==> src/rtl/dino_score_keeper_pkg.sv <==
// rtl/dino_score_keeper_pkg.sv - shared types and constants for the dino score keeper
package dino_score_pkg;

  localparam int         BCD_W   = 4;
  localparam logic [3:0] BCD_MAX = 4'd9;

  typedef enum logic [1:0] {
    IDLE = 2'd0,
    RUN  = 2'd1,
    OVER = 2'd2
  } state_e;

endpackage

==> src/rtl/dino_score_keeper_if.sv <==
// rtl/dino_score_keeper_if.sv - game strobes in, score/display/sound signals out
interface dino_score_keeper_if #(
  parameter int NUM_DIGITS = 4
);

  logic                    game_start;
  logic                    game_over;
  logic                    game_tick;
  logic [4*NUM_DIGITS-1:0] score;
  logic [4*NUM_DIGITS-1:0] hi_score;
  logic                    running;
  logic                    new_hi;
  logic                    saturated;
  logic                    score_pulse;

  modport master (
    output game_start, game_over, game_tick,
    input  score, hi_score, running, new_hi, saturated, score_pulse
  );

  modport slave (
    input  game_start, game_over, game_tick,
    output score, hi_score, running, new_hi, saturated, score_pulse
  );

endinterface

==> src/rtl/dino_score_keeper_bcd_digit_counter.sv <==
// rtl/dino_score_keeper_bcd_digit_counter.sv - one BCD digit, wraps 9 -> 0 with carry out
module bcd_digit_counter
  import dino_score_pkg::*;
(
  input  logic             clk,
  input  logic             rst_n,
  input  logic             clr,
  input  logic             inc,
  output logic [BCD_W-1:0] q,
  output logic             carry
);

  logic [BCD_W-1:0] q_q;
  logic [BCD_W-1:0] q_d;

  always_comb begin
    q_d = q_q;
    if (clr) begin
      q_d = '0;
    end else if (inc) begin
      q_d = (q_q == BCD_MAX) ? '0 : q_q + 4'd1;
    end
  end

  always_ff @(posedge clk or negedge rst_n) begin
    if (!rst_n) begin
      q_q <= '0;
    end else begin
      q_q <= q_d;
    end
  end

  assign q     = q_q;
  assign carry = inc & (q_q == BCD_MAX);

endmodule

==> src/rtl/dino_score_keeper.sv <==
// rtl/dino_score_keeper.sv - BCD score, tick prescaler, game FSM and session high score
module dino_score_keeper
  import dino_score_pkg::*;
#(
  parameter int NUM_DIGITS      = 4,
  parameter int TICKS_PER_POINT = 6
) (
  input  logic                clk,
  input  logic                rst_n,
  dino_score_keeper_if.slave  bus
);

  localparam int               SCORE_W  = BCD_W * NUM_DIGITS;
  localparam int               CNT_W    = $clog2(TICKS_PER_POINT + 1);
  localparam logic [CNT_W-1:0] CNT_LAST = CNT_W'(TICKS_PER_POINT - 1);

  state_e             state_q, state_d;
  logic [CNT_W-1:0]   tick_cnt_q, tick_cnt_d;
  logic [SCORE_W-1:0] hi_score_q, hi_score_d;
  logic               new_hi_q, new_hi_d;
  logic               saturated_q, saturated_d;
  logic               score_pulse_q, score_pulse_d;
  logic               running_q, running_d;
  logic               start_prev_q, over_prev_q, tick_prev_q;

  logic               start_edge, over_edge, tick_edge;
  logic               score_clr, point_due, all_nines;
  logic [SCORE_W-1:0] score_w;
  logic [NUM_DIGITS-1:0] digit_inc, digit_carry, digit_is_max;
  logic               unused_top_carry;

  assign start_edge = bus.game_start & ~start_prev_q;
  assign over_edge  = bus.game_over  & ~over_prev_q;
  assign tick_edge  = bus.game_tick  & ~tick_prev_q;

  // Increment is gated before the chain so all-nines holds instead of wrapping.
  assign all_nines        = &digit_is_max;
  assign unused_top_carry = digit_carry[NUM_DIGITS-1];

  genvar g;
  generate
    for (g = 0; g < NUM_DIGITS; g++) begin : g_digit
      if (g == 0) begin : g_lsd
        assign digit_inc[g] = point_due & ~all_nines;
      end else begin : g_upper
        assign digit_inc[g] = digit_carry[g-1];
      end
      assign digit_is_max[g] = (score_w[g*BCD_W +: BCD_W] == BCD_MAX);

      bcd_digit_counter u_digit (
        .clk   (clk),
        .rst_n (rst_n),
        .clr   (score_clr),
        .inc   (digit_inc[g]),
        .q     (score_w[g*BCD_W +: BCD_W]),
        .carry (digit_carry[g])
      );
    end
  endgenerate

  always_comb begin
    state_d       = state_q;
    tick_cnt_d    = tick_cnt_q;
    hi_score_d    = hi_score_q;
    new_hi_d      = new_hi_q;
    saturated_d   = saturated_q;
    score_pulse_d = 1'b0;
    score_clr     = 1'b0;
    point_due     = 1'b0;

    case (state_q)
      IDLE, OVER: begin
        if (start_edge) begin
          state_d     = RUN;
          score_clr   = 1'b1;
          tick_cnt_d  = '0;
          saturated_d = 1'b0;
          new_hi_d    = 1'b0;
        end
      end
      RUN: begin
        // Over takes priority: a coincident tick or start is dropped.
        if (over_edge) begin
          state_d = OVER;
          if (score_w > hi_score_q) begin
            hi_score_d = score_w;
            new_hi_d   = 1'b1;
          end else begin
            new_hi_d   = 1'b0;
          end
        end else if (tick_edge) begin
          if (tick_cnt_q == CNT_LAST) begin
            tick_cnt_d = '0;
            point_due  = 1'b1;
            if (all_nines) begin
              saturated_d = 1'b1;
            end else begin
              score_pulse_d = 1'b1;
            end
          end else begin
            tick_cnt_d = tick_cnt_q + 1'b1;
          end
        end
      end
      default: begin
        state_d = IDLE;
      end
    endcase

    running_d = (state_d == RUN);
  end

  always_ff @(posedge clk or negedge rst_n) begin
    if (!rst_n) begin
      state_q       <= IDLE;
      tick_cnt_q    <= '0;
      hi_score_q    <= '0;
      new_hi_q      <= 1'b0;
      saturated_q   <= 1'b0;
      score_pulse_q <= 1'b0;
      running_q     <= 1'b0;
      start_prev_q  <= 1'b0;
      over_prev_q   <= 1'b0;
      tick_prev_q   <= 1'b0;
    end else begin
      state_q       <= state_d;
      tick_cnt_q    <= tick_cnt_d;
      hi_score_q    <= hi_score_d;
      new_hi_q      <= new_hi_d;
      saturated_q   <= saturated_d;
      score_pulse_q <= score_pulse_d;
      running_q     <= running_d;
      start_prev_q  <= bus.game_start;
      over_prev_q   <= bus.game_over;
      tick_prev_q   <= bus.game_tick;
    end
  end

  assign bus.score       = score_w;
  assign bus.hi_score    = hi_score_q;
  assign bus.running     = running_q;
  assign bus.new_hi      = new_hi_q;
  assign bus.saturated   = saturated_q;
  assign bus.score_pulse = score_pulse_q;

endmodule

==> src/flat_wrapper.sv <==
// flat-port wrapper written by rule: the top's interface ports become plain ports
module dino_score_keeper_flat import dino_score_pkg::*;
#(
  parameter int NUM_DIGITS      = 4,
  parameter int TICKS_PER_POINT = 6
)
  (clk, rst_n, bus_game_start, bus_game_over, bus_game_tick, bus_score, bus_hi_score, bus_running, bus_new_hi, bus_saturated, bus_score_pulse);
  dino_score_keeper_if #(.NUM_DIGITS(NUM_DIGITS)) bus_i ();
  input  logic clk;
  input  logic rst_n;
  input wire logic [$bits(bus_i.game_start)-1:0] bus_game_start;
  input wire logic [$bits(bus_i.game_over)-1:0] bus_game_over;
  input wire logic [$bits(bus_i.game_tick)-1:0] bus_game_tick;
  output wire logic [$bits(bus_i.score)-1:0] bus_score;
  output wire logic [$bits(bus_i.hi_score)-1:0] bus_hi_score;
  output wire logic [$bits(bus_i.running)-1:0] bus_running;
  output wire logic [$bits(bus_i.new_hi)-1:0] bus_new_hi;
  output wire logic [$bits(bus_i.saturated)-1:0] bus_saturated;
  output wire logic [$bits(bus_i.score_pulse)-1:0] bus_score_pulse;
  assign bus_i.game_start = bus_game_start;
  assign bus_i.game_over = bus_game_over;
  assign bus_i.game_tick = bus_game_tick;
  assign bus_score = bus_i.score;
  assign bus_hi_score = bus_i.hi_score;
  assign bus_running = bus_i.running;
  assign bus_new_hi = bus_i.new_hi;
  assign bus_saturated = bus_i.saturated;
  assign bus_score_pulse = bus_i.score_pulse;
  dino_score_keeper #(.NUM_DIGITS(NUM_DIGITS), .TICKS_PER_POINT(TICKS_PER_POINT)) u_core (.clk(clk), .rst_n(rst_n), .bus(bus_i));
endmodule
==> config.mk <==
export PLATFORM = sky130hd
export DESIGN_NAME = dino_score_keeper_flat
export DESIGN_NICKNAME = d
export VERILOG_FILES = /design/src/rtl/dino_score_keeper_pkg.sv /design/src/rtl/dino_score_keeper_if.sv /design/src/rtl/dino_score_keeper_bcd_digit_counter.sv /design/src/rtl/dino_score_keeper.sv /design/src/flat_wrapper.sv
export SDC_FILE = /design/constraint.sdc
export NUM_CORES = 1
export LEC_CHECK = 0
export ABC_AREA = 1
export CAP_MARGIN = 20
export CORE_ASPECT_RATIO = 1.75
export CORE_MARGIN = 5
export CORE_UTILIZATION = 32
export CTS_BUF_LIST = sky130_fd_sc_hd__clkbuf_16
export CTS_CLUSTER_SIZE = 20
export DETAILED_ROUTE_END_ITERATION = 12
export SYNTH_ARGS = -nofsm -noshare
export SYNTH_HDL_FRONTEND = slang
export SYNTH_HIERARCHICAL = 1
export SYNTH_SLANG_ARGS = --single-unit
export TNS_END_PERCENT = 30
==> constraint.sdc <==
create_clock -name clk -period 6.5 [get_ports clk]
set_input_delay 1.625 -clock clk [delete_from_list [all_inputs] [get_ports clk]]
set_output_delay 1.625 -clock clk [all_outputs]
set_load 0.03 [all_outputs]
==> Word-level counts from Yosys, hierarchy flattened <==
Index checks and enable logic that the tools add are counted.
{ "totals": {"elab_cells": 97, "output_inout_bits": 36, "register_bits": 44} }
{ "classes": {"n_eq_ne": 14, "reduce_logical": 12, "n_lt_le_gt_ge": 1, "n_addsub": 5, "mux": 40, "bitwise": 11} }
{ "ops": {"columns": ["operator", "count"], "rows": [
  ["$mux 4", 12],
  ["$mux 1", 18],
  ["$add 4x1->4 const B", 4],
  ["$eq 4x4->1 const B", 4],
  ["$gt 16x16->1", 1],
  ["$mux 3", 4],
  ["$ne 2x1->1 const B", 5],
  ["$reduce_bool 2->1", 5],
  ["$reduce_and 4->1", 2],
  ["$and 1x1->1", 7],
  ["$pmux 3 s2", 1],
  ["$reduce_and 3->1", 2],
  ["$reduce_and 6->1", 1],
  ["$eq 2x1->1 const B", 2],
  ["$mux 2", 2],
  ["$not 1->1", 4],
  ["$pmux 1 s2", 2],
  ["$pmux 2 s2", 1],
  ["$add 3x1->3 const B", 1],
  ["$eq 3x3->1 const B", 1],
  ["$eq 2x2->1 const B", 1],
  ["$logic_not 2->1", 1],
  ["$ne 2x2->1 const B", 1],
  ["$reduce_or 2->1", 1]
]} }

==> Logic depth before layout (Yosys ltp) <==
{ "depth": {"word_depth": 11, "ltp_mapped": 19, "ltp_nobuf": 19} }

==> Cells and area by module <==
The synthesis kept the hierarchy.
{ "modules_own_cells": {"columns": ["mod", "area_per_inst_um2", "cells_per_inst", "n_inst"], "rows": [
  ["dino_score_keeper", 1624.1, 205, 1],
  ["bcd_digit_counter", 265.3, 40, 4]
]} }

==> Worst setup path before layout <==
Ideal clock, no wire load.
{ "synth_path": {"kind": "in2reg", "startpoint": "input port bus_game_over", "endpoint": "register u_core.g_digit[3].u_digit.q_q[2]", "cell_stages": 18, "t_arrival_ps": 3292, "path_buffers": 0, "setup_slack_ps": 3089, "required_ps": 6381, "path_cell_list": "inv_1 > nor2_2 > nand2_2 > nand2_1 > nor2_1 > nand2_1 > nor3b_1 > inv_1 > nor2_1 > inv_1 > nor2_1 > inv_1 > nor2_1 > inv_1 > nand2_1 > nand3_1 > nand2_1 > nor2_1"} }
{ "synth_between": {"elab_chain_cells": 8} }
{ "synth_rtl": {"columns": ["item", "line_no", "text"], "rows": [
  ["from (decl)", "flat_wrapper.sv:12", "input wire logic [$bits(bus_i.game_over)-1:0] bus_game_over;"],
  ["$and 1x1->1", "dino_score_keeper.sv:33", "assign over_edge = bus.game_over & ~over_prev_q;"],
  ["$mux 1", "dino_score_keeper.sv:83", "if (over_edge) begin"],
  ["$mux 1", "dino_score_keeper.sv:71", "case (state_q)"],
  ["$and 1x1->1", "dino_score_keeper.sv:44", "assign digit_inc[g] = point_due & ~all_nines;"],
  ["net u_core.digit_inc[0]", "dino_score_keeper.sv:29", "logic [NUM_DIGITS-1:0] digit_inc, digit_carry, digit_is_max;"],
  ["$and 1x1->1", "dino_score_keeper_bcd_digit_counter.sv:34", "assign carry = inc & (q_q == BCD_MAX);"],
  ["net u_core.digit_carry[0]", "dino_score_keeper.sv:29", null],
  ["$and 1x1->1", "dino_score_keeper_bcd_digit_counter.sv:34", null],
  ["net u_core.digit_carry[1]", "dino_score_keeper.sv:29", null],
  ["$and 1x1->1", "dino_score_keeper_bcd_digit_counter.sv:34", null],
  ["net u_core.digit_carry[2]", "dino_score_keeper.sv:29", null],
  ["$reduce_bool 2->1 (no source line)", null, null],
  ["to (signal assigned)", "dino_score_keeper_bcd_digit_counter.sv:29", "q_q <= q_d;"],
  ["to (decl)", "dino_score_keeper_bcd_digit_counter.sv:13", "logic [BCD_W-1:0] q_q;"]
]} }
The timed path passes the listed nets, and every way through them passes these cells.
A chain may end at the register's enable or synchronous reset.

==> Final worst setup path <==
{ "layout_path": {"startpoint": "input port bus_game_over", "endpoint": "register u_core.g_digit[3].u_digit.q_q[1]"} }
Same word-level chain as after synthesis.

==> flow_summary.json <==
{
  "path_clk_slew_ns": 0.06,
  "track_usage_pct": 13.9,
  "nFillCells": 861,
  "cts-resized-gates": 0,
  "gp_congestion": 0.848,
  "antenna_found_initial": 0,
  "setup_viol": 0,
  "synth_fp_nets": 393,
  "intPower_mw": 0.555,
  "crit_type": "input pin to flip-flop",
  "syn-cell-area_sq_um": 2680,
  "finalCritPeriodShare_pct": 58.7,
  "relSlewSlack_pct": 59.4,
  "drtAntennaViolNets": 0,
  "clk_latency_ns": 0.29,
  "dp_slack_ns": 2.43,
  "wl_microns": 6610,
  "hold_viol_final": 0,
  "skew_ns": 0.00729,
  "p_switching_mw": 0.373,
  "pin_count": 41,
  "whs_ns": 0.503,
  "power_switching_share_pct": 40.2,
  "power.leakage_nw": 1.71,
  "yosysWarnings": 6,
  "die_area_sq_um": 10400,
  "grt_pass1_vias": 2414,
  "status": "completed",
  "maxCapViolCount": 0,
  "grt_overflow": 0,
  "grt_max_degree": 45,
  "max-vdd-ir-drop_mv": 0.173,
  "rsz0062_at_grt": "false",
  "fin_ws_ns": 2.69,
  "r2r_cells": 18,
  "syn_inst": 364,
  "root_buffer": "clkbuf_16",
  "rows": 44,
  "cts_tree": "yes",
  "drv_slew": 0,
  "start_kind": "input pin",
  "hp-class": "flip-flop to flip-flop",
  "cts_hold_buffers": 0,
  "p_clk_share_pct": 26.5,
  "layout_min_cycle_time_ns": 3.81,
  "post-dp-hpwl_microns": 4810,
  "drt-initial-drc-count": 135,
  "grt_pass1_wl_microns": 11200,
  "num_antenna_cells": 0,
  "routed_via_density": 4.70,
  "cp_max_fo": 4,
  "layout-drive-gt1-share_pct": 5.37,
  "fp.dieW_microns": 79.2,
  "vias": 2357,
  "worst_pin_slew_ns": 0.607,
  "syn_avg_cell_area_sq_um": 7.37,
  "final_cell_area_sq_um": 3320,
  "timing.fmax_ghz": 0.262,
  "cp_data_arrival_time_ns": 4.00,
  "whs_path_depth": 2,
  "h-tree-depth": 2,
  "postCtsSetupBuffers": 0,
  "final_net_count": 438,
  "initial_core_util_pct": 32.5,
  "die_y_microns": 131,
  "cts_sinks": 44,
  "postPlaceCellArea_sq_um": 3170,
  "drt_pass1_iterations": 4,
  "power_density_nw_per_um2": 279,
  "clk_path_buf_depth": 2,
  "port_buffers": 40,
  "tns_ns": 0,
  "p_seq_share_pct": 36.4,
  "power_frac_comb_pct": 37.1,
  "worstPathRequired_ns": 6.68,
  "cts_buffers": 5,
  "drc": 0,
  "wl_per_cell_microns": 13.2,
  "core_area_sq_um": 8260,
  "syn_to_final_growth_pct": 24.0,
  "endpoint_kind": "flip-flop"
}
cell usage in the layout (no fill, tap or decap), types with 3 or more instances in the layout:
cell and instances:
a21oi_1 9, nor2_1 23, o21ai_0 3, clkdlybuf4s50_1 39, nand2_1 128, clkbuf_16 5, o21bai_1 4, nor3_1 3
inv_1 64, nand3_1 32, nand4_1 6, nor2_2 8, dfrtp_1 44, ha_1 24
stage by stage:
stage / std cells / utilization, % / power, mW
after floorplan: 364 / - / 0.584
final: 502 / 40.3 / 0.928
after detailed placement: 493 / 38.3 / 0.690
after global routing: 502 / 40.3 / 0.990
after global placement: 493 / 38.3 / 0.689
after CTS: 501 / 40.0 / 0.940
per-layer routing:
| layer | vias to the layer above | GRT usage (%) | routed length (microns) |
|---|---|---|---|
| met5 | - | 0 | 0 |
| met4 | 0 | 5.26 | 112 |
| met3 | 7 | 3.21 | 225 |
| met2 | 39 | 27.5 | 3610 |
| met1 | 1095 | 13.8 | 2660 |
| li1 | 1216 | - | - |
final cells by class:
type	count	area, sq um	share of cell area [%]
clock buffers	5	125	3.76
clock inverters	3	13.8	0.414
inverters	66	248	7.45
multi-input cells	251	1310	39.3
flip-flops and latches	44	1100	33.1
well taps	92	115	3.46
repair buffers	41	415	12.5
critical path, cell delays in order:
cell	delay, ns
clkdlybuf4s50_1	0.42
inv_1	0.07
nor2_2	0.05
nand2_2	0.11
nand2_1	0.06
nor2_1	0.18
nand2_1	0.11
nor3b_1	0.29
inv_1	0.12
nor2_1	0.14
inv_1	0.09
nor2_1	0.14
inv_1	0.08
nor2_1	0.13
inv_1	0.07
nand2_1	0.10
inv_1	0.08
nand2_1	0.06
nand2_1	0.06
state kept, by name, summed over array words and instances (netlist names):
signal / flops
u_core/bus.saturated: 1
u_core/bus.running: 1
u_core/tick_prev_q: 1
u_core/tick_cnt_q: 3
u_core/start_prev_q: 1
u_core/bus.new_hi: 1
u_core/over_prev_q: 1
u_core/bus.score_pulse: 1
u_core/g_digit.u_digit/q: 16
u_core/state_q: 2
u_core/bus.hi_score: 16
final timing paths:
check	startpoint	to	slack, ns
max in group asynchronous	rst_n	u_core/g_digit[3].u_digit/q[3]	4.75
hold reg to reg	u_core/bus.hi_score[7]	u_core/bus.hi_score[7]	0.50
setup / recovery	bus_game_over	u_core/g_digit[3].u_digit/q[1]	2.69
setup reg to reg	u_core/state_q[0]	u_core/g_digit[3].u_digit/q[1]	4.02
min in group asynchronous	rst_n	u_core/g_digit[0].u_digit/q[3]	1.26
hold / removal	u_core/bus.hi_score[7]	u_core/bus.hi_score[7]	0.50
power by group through the flow:
stage               Clock, mW  Combinational, mW  Sequential [mW]
floorplan                   0              0.203            0.381
global placement            0              0.345            0.344
detailed placement          0              0.346            0.344
CTS                     0.253              0.348            0.339
global route            0.266              0.379            0.345
finish                  0.246              0.344            0.338
No activity file was read; power rests on OpenSTA's default activity.
